File: config.mk
export PLATFORM = sky130hd
export DESIGN_NAME = pipelined_carry_select_adder
export DESIGN_NICKNAME = d
export VERILOG_FILES = /design/src/rtl/pipelined_carry_select_adder.sv
export SDC_FILE = /design/constraint.sdc
export NUM_CORES = 1
export LEC_CHECK = 0
export CELL_PAD_IN_SITES_DETAIL_PLACEMENT = 1
export CELL_PAD_IN_SITES_GLOBAL_PLACEMENT = 1
export CORE_MARGIN = 2
export CORE_UTILIZATION = 30
export CTS_BUF_LIST = sky130_fd_sc_hd__clkbuf_2 sky130_fd_sc_hd__clkbuf_4 sky130_fd_sc_hd__clkbuf_8
export DETAILED_ROUTE_END_ITERATION = 6
export HOLD_SLACK_MARGIN = 0.1
export PLACE_DENSITY = 0.58
export REMOVE_ABC_BUFFERS = 1
export SETUP_SLACK_MARGIN = 0.3
export SLEW_MARGIN = 30
export SYNTH_ARGS = -nofsm -noshare
export SYNTH_HDL_FRONTEND = slang
export SYNTH_SLANG_ARGS = --single-unit
File: constraint.sdc
create_clock -name iClk -period 6.4 [get_ports iClk]
set_input_delay 1.6 -clock iClk [delete_from_list [all_inputs] [get_ports iClk]]
set_output_delay 1.6 -clock iClk [all_outputs]
set_load 0.005 [all_outputs]
File: src/rtl/pipelined_carry_select_adder.sv
// Pipelined carry-select adder/subtractor with a valid/ready handshake.
// Each stage resolves SLICE_WIDTH*SLICES_PER_STAGE bits. Every slice precomputes
// its sum and carry-out for both carry-in values. The incoming carry then only
// ripples through the slice muxes. The stage carry is registered between stages.
module pipelined_carry_select_adder #(
    parameter int ADDER_WIDTH      = 32,
    parameter int SLICE_WIDTH      = 4,
    parameter int SLICES_PER_STAGE = 2
) (
    input  logic                   iClk,
    input  logic                   iRst_n,
    input  logic                   iValid,
    output logic                   oReady,
    input  logic [ADDER_WIDTH-1:0] iA,
    input  logic [ADDER_WIDTH-1:0] iB,
    input  logic                   iCarry,
    input  logic                   iSub,
    output logic                   oValid,
    input  logic                   iReady,
    output logic [ADDER_WIDTH-1:0] oSum,
    output logic                   oCarry,
    output logic                   oOvf
);

    localparam int GROUP_WIDTH = SLICE_WIDTH * SLICES_PER_STAGE;
    localparam int NUM_STAGES  = ADDER_WIDTH / GROUP_WIDTH;
    localparam int MSB         = ADDER_WIDTH - 1;

    // Reject geometries where the operand does not split evenly into stages
    if (SLICE_WIDTH < 1 || SLICES_PER_STAGE < 1 || (ADDER_WIDTH % GROUP_WIDTH) != 0) begin : g_bad_geometry
        $error("ADDER_WIDTH must be a multiple of SLICE_WIDTH*SLICES_PER_STAGE");
    end

    // Resolve one stage group: slices precompute both outcomes, then the carry selects
    function automatic logic [GROUP_WIDTH:0] resolve_group(
        input logic [GROUP_WIDTH-1:0] a,
        input logic [GROUP_WIDTH-1:0] b,
        input logic                   carry_in
    );
        logic                   carry;
        logic [GROUP_WIDTH-1:0] sum;
        logic [SLICE_WIDTH:0]   res0;
        logic [SLICE_WIDTH:0]   res1;
        carry = carry_in;
        sum   = '0;
        for (int j = 0; j < SLICES_PER_STAGE; j++) begin
            res0 = {1'b0, a[j*SLICE_WIDTH +: SLICE_WIDTH]} + {1'b0, b[j*SLICE_WIDTH +: SLICE_WIDTH]};
            res1 = {1'b0, a[j*SLICE_WIDTH +: SLICE_WIDTH]} + {1'b0, b[j*SLICE_WIDTH +: SLICE_WIDTH]}
                 + {{SLICE_WIDTH{1'b0}}, 1'b1};
            sum[j*SLICE_WIDTH +: SLICE_WIDTH] = carry ? res1[SLICE_WIDTH-1:0] : res0[SLICE_WIDTH-1:0];
            carry = carry ? res1[SLICE_WIDTH] : res0[SLICE_WIDTH];
        end
        return {carry, sum};
    endfunction

    logic                   en;
    logic [ADDER_WIDTH-1:0] b_eff;
    logic                   cin;

    logic [ADDER_WIDTH-1:0] in_a   [NUM_STAGES];
    logic [ADDER_WIDTH-1:0] in_b   [NUM_STAGES];
    logic [ADDER_WIDTH-1:0] in_sum [NUM_STAGES];
    logic [NUM_STAGES-1:0]  in_c;
    logic [NUM_STAGES-1:0]  in_v;

    logic [ADDER_WIDTH-1:0] a_q   [NUM_STAGES];
    logic [ADDER_WIDTH-1:0] a_d   [NUM_STAGES];
    logic [ADDER_WIDTH-1:0] b_q   [NUM_STAGES];
    logic [ADDER_WIDTH-1:0] b_d   [NUM_STAGES];
    logic [ADDER_WIDTH-1:0] sum_q [NUM_STAGES];
    logic [ADDER_WIDTH-1:0] sum_d [NUM_STAGES];
    logic [NUM_STAGES-1:0]  carry_q;
    logic [NUM_STAGES-1:0]  carry_d;
    logic [NUM_STAGES-1:0]  valid_q;
    logic [NUM_STAGES-1:0]  valid_d;
    logic                   ovf_q;
    logic                   ovf_d;

    // The whole pipe advances unless a finished result is waiting on downstream
    assign en     = iReady | ~valid_q[NUM_STAGES-1];
    assign oReady = en;
    assign oValid = valid_q[NUM_STAGES-1];
    assign oSum   = sum_q[NUM_STAGES-1];
    assign oCarry = carry_q[NUM_STAGES-1];
    assign oOvf   = ovf_q;

    // Operand prep: subtraction is A + ~B + 1, and the external carry is ignored
    always_comb begin
        b_eff = iSub ? ~iB : iB;
        cin   = iSub ? 1'b1 : iCarry;
    end

    // Gather each stage's source: stage 0 takes the prepared inputs, later stages the previous register
    always_comb begin
        in_a[0]   = iA;
        in_b[0]   = b_eff;
        in_sum[0] = '0;
        in_c[0]   = cin;
        in_v[0]   = iValid;
        for (int k = 1; k < NUM_STAGES; k++) begin
            in_a[k]   = a_q[k-1];
            in_b[k]   = b_q[k-1];
            in_sum[k] = sum_q[k-1];
            in_c[k]   = carry_q[k-1];
            in_v[k]   = valid_q[k-1];
        end
    end

    // Next state: every stage resolves its group, and data only loads behind a valid token so outputs hold across bubbles
    always_comb begin
        logic [GROUP_WIDTH:0] res;
        res     = '0;
        carry_d = carry_q;
        valid_d = valid_q;
        ovf_d   = ovf_q;
        for (int k = 0; k < NUM_STAGES; k++) begin
            a_d[k]   = a_q[k];
            b_d[k]   = b_q[k];
            sum_d[k] = sum_q[k];
        end
        if (en) begin
            for (int k = 0; k < NUM_STAGES; k++) begin
                res        = resolve_group(in_a[k][k*GROUP_WIDTH +: GROUP_WIDTH],
                                           in_b[k][k*GROUP_WIDTH +: GROUP_WIDTH], in_c[k]);
                valid_d[k] = in_v[k];
                if (in_v[k]) begin
                    a_d[k]                             = in_a[k];
                    b_d[k]                             = in_b[k];
                    sum_d[k]                           = in_sum[k];
                    sum_d[k][k*GROUP_WIDTH +: GROUP_WIDTH] = res[GROUP_WIDTH-1:0];
                    carry_d[k]                         = res[GROUP_WIDTH];
                    if (k == NUM_STAGES - 1) begin
                        ovf_d = (in_a[k][MSB] == in_b[k][MSB]) & (res[GROUP_WIDTH-1] != in_a[k][MSB]);
                    end
                end
            end
        end
    end

    // Stage registers; reset drops every in-flight transaction and clears the result
    always_ff @(posedge iClk or negedge iRst_n) begin
        if (!iRst_n) begin
            for (int k = 0; k < NUM_STAGES; k++) begin
                a_q[k]   <= '0;
                b_q[k]   <= '0;
                sum_q[k] <= '0;
            end
            carry_q <= '0;
            valid_q <= '0;
            ovf_q   <= 1'b0;
        end else begin
            for (int k = 0; k < NUM_STAGES; k++) begin
                a_q[k]   <= a_d[k];
                b_q[k]   <= b_d[k];
                sum_q[k] <= sum_d[k];
            end
            carry_q <= carry_d;
            valid_q <= valid_d;
            ovf_q   <= ovf_d;
        end
    end

endmodule

* Yosys cells after proc, flatten, opt, wreduce, memory -nomap -nowiden
Index checks and enable logic that the tools add are counted.
W data, S select, Z words.
** Word-level totals
- Bits in registers :: 281
- Bits of input ports :: 70
- Output and inout port bits :: 36
** Cells by class
- Add/sub/neg operators :: 16
- Equality and inequality tests :: 2
- Mux-type cells :: 18
- Bitwise logic cells :: 4
- Reduce and logical (&&, ||, !) cells :: 4
** Operators with widths (number)
- $add A4 B4 Y5 :: 8
- $add A5 B1 Y5 const B :: 8
- $mux W32 :: 1
- $mux W4 :: 8
- $not A32 Y32 :: 1
- $mux W1 :: 9
- $reduce_and A2 Y1 :: 4
- $and A1 B1 Y1 :: 1
- $eq A1 B1 Y1 :: 1
- $ne A1 B1 Y1 :: 1
- $not A1 Y1 :: 1
- $or A1 B1 Y1 :: 1

* Longest topological paths before layout
- Word-level depth :: 6
- Mapped depth :: 14
- Gate-level depth less buffers :: 12

* Worst setup path after synthesis
Ideal clock, no wire load.
- Path kind :: input to register
- From :: input iSub
- To :: register sum_q, in the netlist in_sum[71]
- Library setup time :: 0.124 ns
- Arrival :: 4.401 ns
- Data required time :: 6.276 ns
- Path slack :: 1.875 ns
- Stages :: 14
- Path through :: buf_2 buf_1 xor2_1 ha_1 inv_1 fa_1 inv_1 ha_1 o21ai_0 nor3_1 mux2i_1 xnor2_1 a21oi_1 a211o_1
** Between the ends
- Cells in the longest elaborated chain, start to end :: 5
- Elaborated cells on any way between the ends :: 8
** Ends and longest elaborated chain
- from (decl) :: line 17 : input logic iSub,
- $mux W32 :: line 89 : b_eff = iSub ? ~iB : iB;
- $add A4 B4 Y5 :: line 47, 48
- $add A5 B1 Y5 :: line 49 : + {{SLICE_WIDTH{1'b0}}, 1'b1};
- $mux W1 :: line 51 : carry = carry ? res1[SLICE_WIDTH] : res0[SLICE_WIDTH];
- $mux W4 * :: line 50 : sum[j*SLICE_WIDTH +: SLICE_WIDTH] = carry ? res1[SLICE_WIDTH-1:0] : res0[SLICE_WIDTH-1:0];
- to (signal, indexed assignment) :: line 155 : sum_q[k] <= sum_d[k];
- to (decl) :: line 70 : logic [ADDER_WIDTH-1:0] sum_q [NUM_STAGES];
Mark *: on every way between the ends. The rest lies on a longest branch, timed or not.
A chain may end at the register's enable or synchronous reset.

* Final worst setup path
- From :: input iReady
- To :: output oReady
** Between the ends
- Cells in the longest elaborated chain, start to end :: 1
** Ends and longest elaborated chain
- from (decl) :: line 19 : input logic iReady,
- $or A1 B1 Y1 :: line 80 : assign en = iReady | ~valid_q[NUM_STAGES-1];
- to (decl) :: line 13 : output logic oReady,
No other way between the ends.

==> impl_metrics.sql <==
INSERT INTO impl_metrics (metric_group, metric, value, unit) VALUES
('route', 'route.met2.wl', '9190', 'um'),
('die', 'die-area', '30600', 'um2'),
('die', 'die_width', '175', 'um'),
('critical_path', 'critPathArrivalTime', '3.13', 'ns'),
('critical_path', 'worstPathCellList', 'clkdlybuf4s50_1 > nand2b_1 > clkdlybuf4s50_1', ''),
('placed_design', 'detailed_place_hpwl', '13000', 'um'),
('synth', 'synth-warning-count', '0', ''),
('synth', 'postSynth.asyncResetShare', '100', '%'),
('layout', 'antenna_cells_inserted', '0', ''),
('grt', 'grt_remaining_overflow', '0', ''),
('critical_path', 'r2r_setup_slack', '3.36', 'ns'),
('layout', 'mostFrequentLayoutCells', 'sky130_fd_sc_hd__dfrtp_1 (185), sky130_fd_sc_hd__nand2_1 (139), sky130_fd_sc_hd__clkdlybuf4s50_1 (103)', ''),
('synth', 'synth-seq-area-share', '52.7', '%'),
('route', 'detail_route.drc_violations', '0', ''),
('cts', 'cts_root_buffer', 'sky130_fd_sc_hd__clkbuf_8', ''),
('route', 'detail_route.vias_per_cell', '4.52', ''),
('critical_path', 'cp_data_required_time', '4.80', 'ns'),
('synth', 'synth_area_per_cell', '11.5', 'um2'),
('critical_path', 'path_common_cell', 'sky130_fd_sc_hd__clkdlybuf4s50_1', ''),
('route', 'route.detailed.wl_per_inst', '14.7', 'um'),
('pwr', 'worst_vdd_ir', '0.155', 'mV'),
('sta', 'rsz0062_at_grt', 'false', ''),
('pwr', 'p_leak', '4.83', 'nW'),
('grt', 'grt_antenna_before_repair', '2', ''),
('synth', 'share_of_the_synthesized_area_in_the_top_cell_type', '52.7', '%'),
('sta', 'post-route-min-period', '4.73', 'ns'),
('pwr', 'p_per_area', '468', 'nW/um2'),
('critical_path', 'regToRegEndpoint', 'in_sum[22]$_DFFE_PN0P_', ''),
('route', 'dr_total_vias', '5658', ''),
('critical_path', 'critical_path.endpoint', 'oReady', ''),
('cts', 'maximum_level_of_the_cts_h_tree', '4', ''),
('cts', 'cts_tree', 'yes', ''),
('synth', 'ys_top_cells_by_area', 'sky130_fd_sc_hd__dfrtp_1 (53%), sky130_fd_sc_hd__mux2_2 (12%), sky130_fd_sc_hd__nand2_1 (6.1%), sky130_fd_sc_hd__ha_1 (5.7%), sky130_fd_sc_hd__xnor2_1 (5.1%)', ''),
('route', 'dr.first_iter.drc_count', '151', ''),
('synth', 'number_of_flops_mapped_to_enable_cells_by_yosys', '0', ''),
('placed_design', 'place_congestion', '0.709', ''),
('critical_path', 'crit_path_start', 'iReady', ''),
('placed_design', 'port_buffers', '105', ''),
('route', 'postRouteAntennaNets', '0', ''),
('grt', 'groute.usage.overall', '12.9', '%'),
('die', 'die_h', '175', 'um'),
('critical_path', 'critPathLaunchType', 'primary input', ''),
('placed_design', 'preCtsSetupSlack', '1.66', 'ns'),
('sta', 'drv_slew', '0', ''),
('synth', 'ys_seq_elements', '185', ''),
('route', 'met1Wirelength', '8400', 'um'),
('sta', 'setup_viol', '0', ''),
('synth', 'synth_ff_type', 'sky130_fd_sc_hd__dfrtp_1', ''),
('cts', 'ctsHoldBuffers', '0', ''),
('worst_hold_path', 'hp-class', 'flop to flop', ''),
('synth', 'cell_taking_the_most_area_after_synthesis', 'sky130_fd_sc_hd__dfrtp_1', ''),
('critical_path', 'timing.setup.critical_path_class', 'primary input to output port', ''),
('die', 'pin_count', '106', ''),
('pwr', 'combPwrFrac', '43.9', '%'),
('critical_path', 'rr_startpoint', 'a_q[80]$_DFFE_PN0P_', ''),
('pwr', 'netSwitchingPower', '0.00177', 'W'),
('cts', 'clock_insertion_delay_worst_skew', '0.46', 'ns'),
('synth', 'post_synth_inst_count', '760', ''),
('pwr', 'swShare', '35.6', '%'),
('critical_path', 'endpoint_kind', 'output port', ''),
('sta', 'finalCritPeriodShare', '74.0', '%'),
('die', 'initial_utilization', '30.5', '%'),
('pwr', 'cellInternalPower', '0.00321', 'W'),
('cts', 'clock_path_buffers', '2', ''),
('sta', 'hold_slack', '0.479', 'ns'),
('route', 'detailroute.wirelength.met3', '659', 'um'),
('sta', 'timing.slew.headroom', '43.0', '%'),
('grt', 'via_count_of_the_first_global_routing_pass', '6150', ''),
('layout', 'area.growth.synth_to_final', '21.2', '%'),
('outcome', 'run_status', 'finished clean', ''),
('synth', 'synth.lib_cells_used.distinct', '46', '');
-- power groups by stage --
| stage | Combinational [W] | Clock (W) | Sequential, W |
|---|---|---|---|
| final | 0.00219 | 0.000808 | 0.00198 |
| after global routing | 0.00250 | 0.000891 | 0.00206 |
| after CTS | 0.00225 | 0.000850 | 0.00200 |
| after detailed placement | 0.00224 | 0 | 0.00202 |
| after global placement | 0.00218 | 0 | 0.00200 |
| after floorplan | 0.00159 | 0 | 0.00192 |
-- worst max-delay path, delay by kind of cell --
kind                   cells  cell delay (ns)
buffers and inverters      2             1.06
AND/OR/NAND/NOR            1             0.47
-- registers in the layout, indices dropped and copies added, names as in the netlist --
signal / count
carry_q: 4
a_q: 48
oSum: 32
in_sum: 48
oOvf: 1
valid_q: 4
b_q: 48
-- cell usage after synthesis, drive strengths merged (11+ instances only) --
library cell	n
mux2	96
mux2i	12
dfrtp	185
ha	40
buf	11
o21ai	55
inv	16
xor2	22
a21o	18
xnor2	51
a21oi	17
nand2	143
clkbuf	24
-- worst min-delay path by stage --
stage	from	endpoint	depth (start not counted)
floorplan	valid_q[2]$_DFFE_PN0N_	valid_q[3]$_DFFE_PN0N_	2
global placement	a_q[120]$_DFFE_PN0P_	a_q[120]$_DFFE_PN0P_	2
detailed placement	in_sum[43]$_DFFE_PN0P_	in_sum[43]$_DFFE_PN0P_	2
CTS	in_sum[43]$_DFFE_PN0P_	in_sum[43]$_DFFE_PN0P_	2
global route	b_q[123]$_DFFE_PN0P_	b_q[91]$_DFFE_PN0P_	1
finish	in_sum[43]$_DFFE_PN0P_	in_sum[43]$_DFFE_PN0P_	2
-- logic make-up (layout without fill, tap and decap cells) --
family | after synthesis | after routing | share of synthesized area (%)
AOI/OAI and AO/OA | 106 | 106 | 7.07
and+or+nand+nor | 189 | 189 | 9.32
buffers and inverters | 51 | 160 | 2.28
adders and majority gates | 48 | 48 | 7.53
xor gates and xnor gates | 73 | 73 | 7.37
DFF | 185 | 185 | 52.7
muxes | 108 | 108 | 13.7
-- metrics by stage --
| step | util, % | total power [W] | area, um2 | instances |
|---|---|---|---|---|
| 2_1_floorplan | - | 0.00351 | 8640 | 725 |
| 3_3_place_gp | 35.5 | 0.00419 | 10200 | 1221 |
| 3_5_place_dp | 35.6 | 0.00426 | 10200 | 1221 |
| 4_1_cts | 37.0 | 0.00510 | 10600 | 1253 |
| 5_1_grt | 37.0 | 0.00545 | 10600 | 1253 |
| 6_report | 37.0 | 0.00498 | 10600 | 1253 |
-- cell type report --
| class | count | area [um2] |
|---|---|---|
| multi-input cells | 524 | 3960 |
| clock inverters | 14 | 164 |
| clock buffers | 18 | 241 |
| well taps | 384 | 480 |
| fillers | 3128 | 18100 |
| repair buffers | 112 | 1100 |
| flip-flops and latches | 185 | 4630 |
| inverters | 16 | 60.1 |
-- layer usage --
metal	track usage (%)	up-vias
li1	-	2782
met1	16.0	2784
met2	22.6	76
met3	3.00	14
met4	3.33	2
met5	0	-
Note: power is estimated with default switching activity, not from simulation.
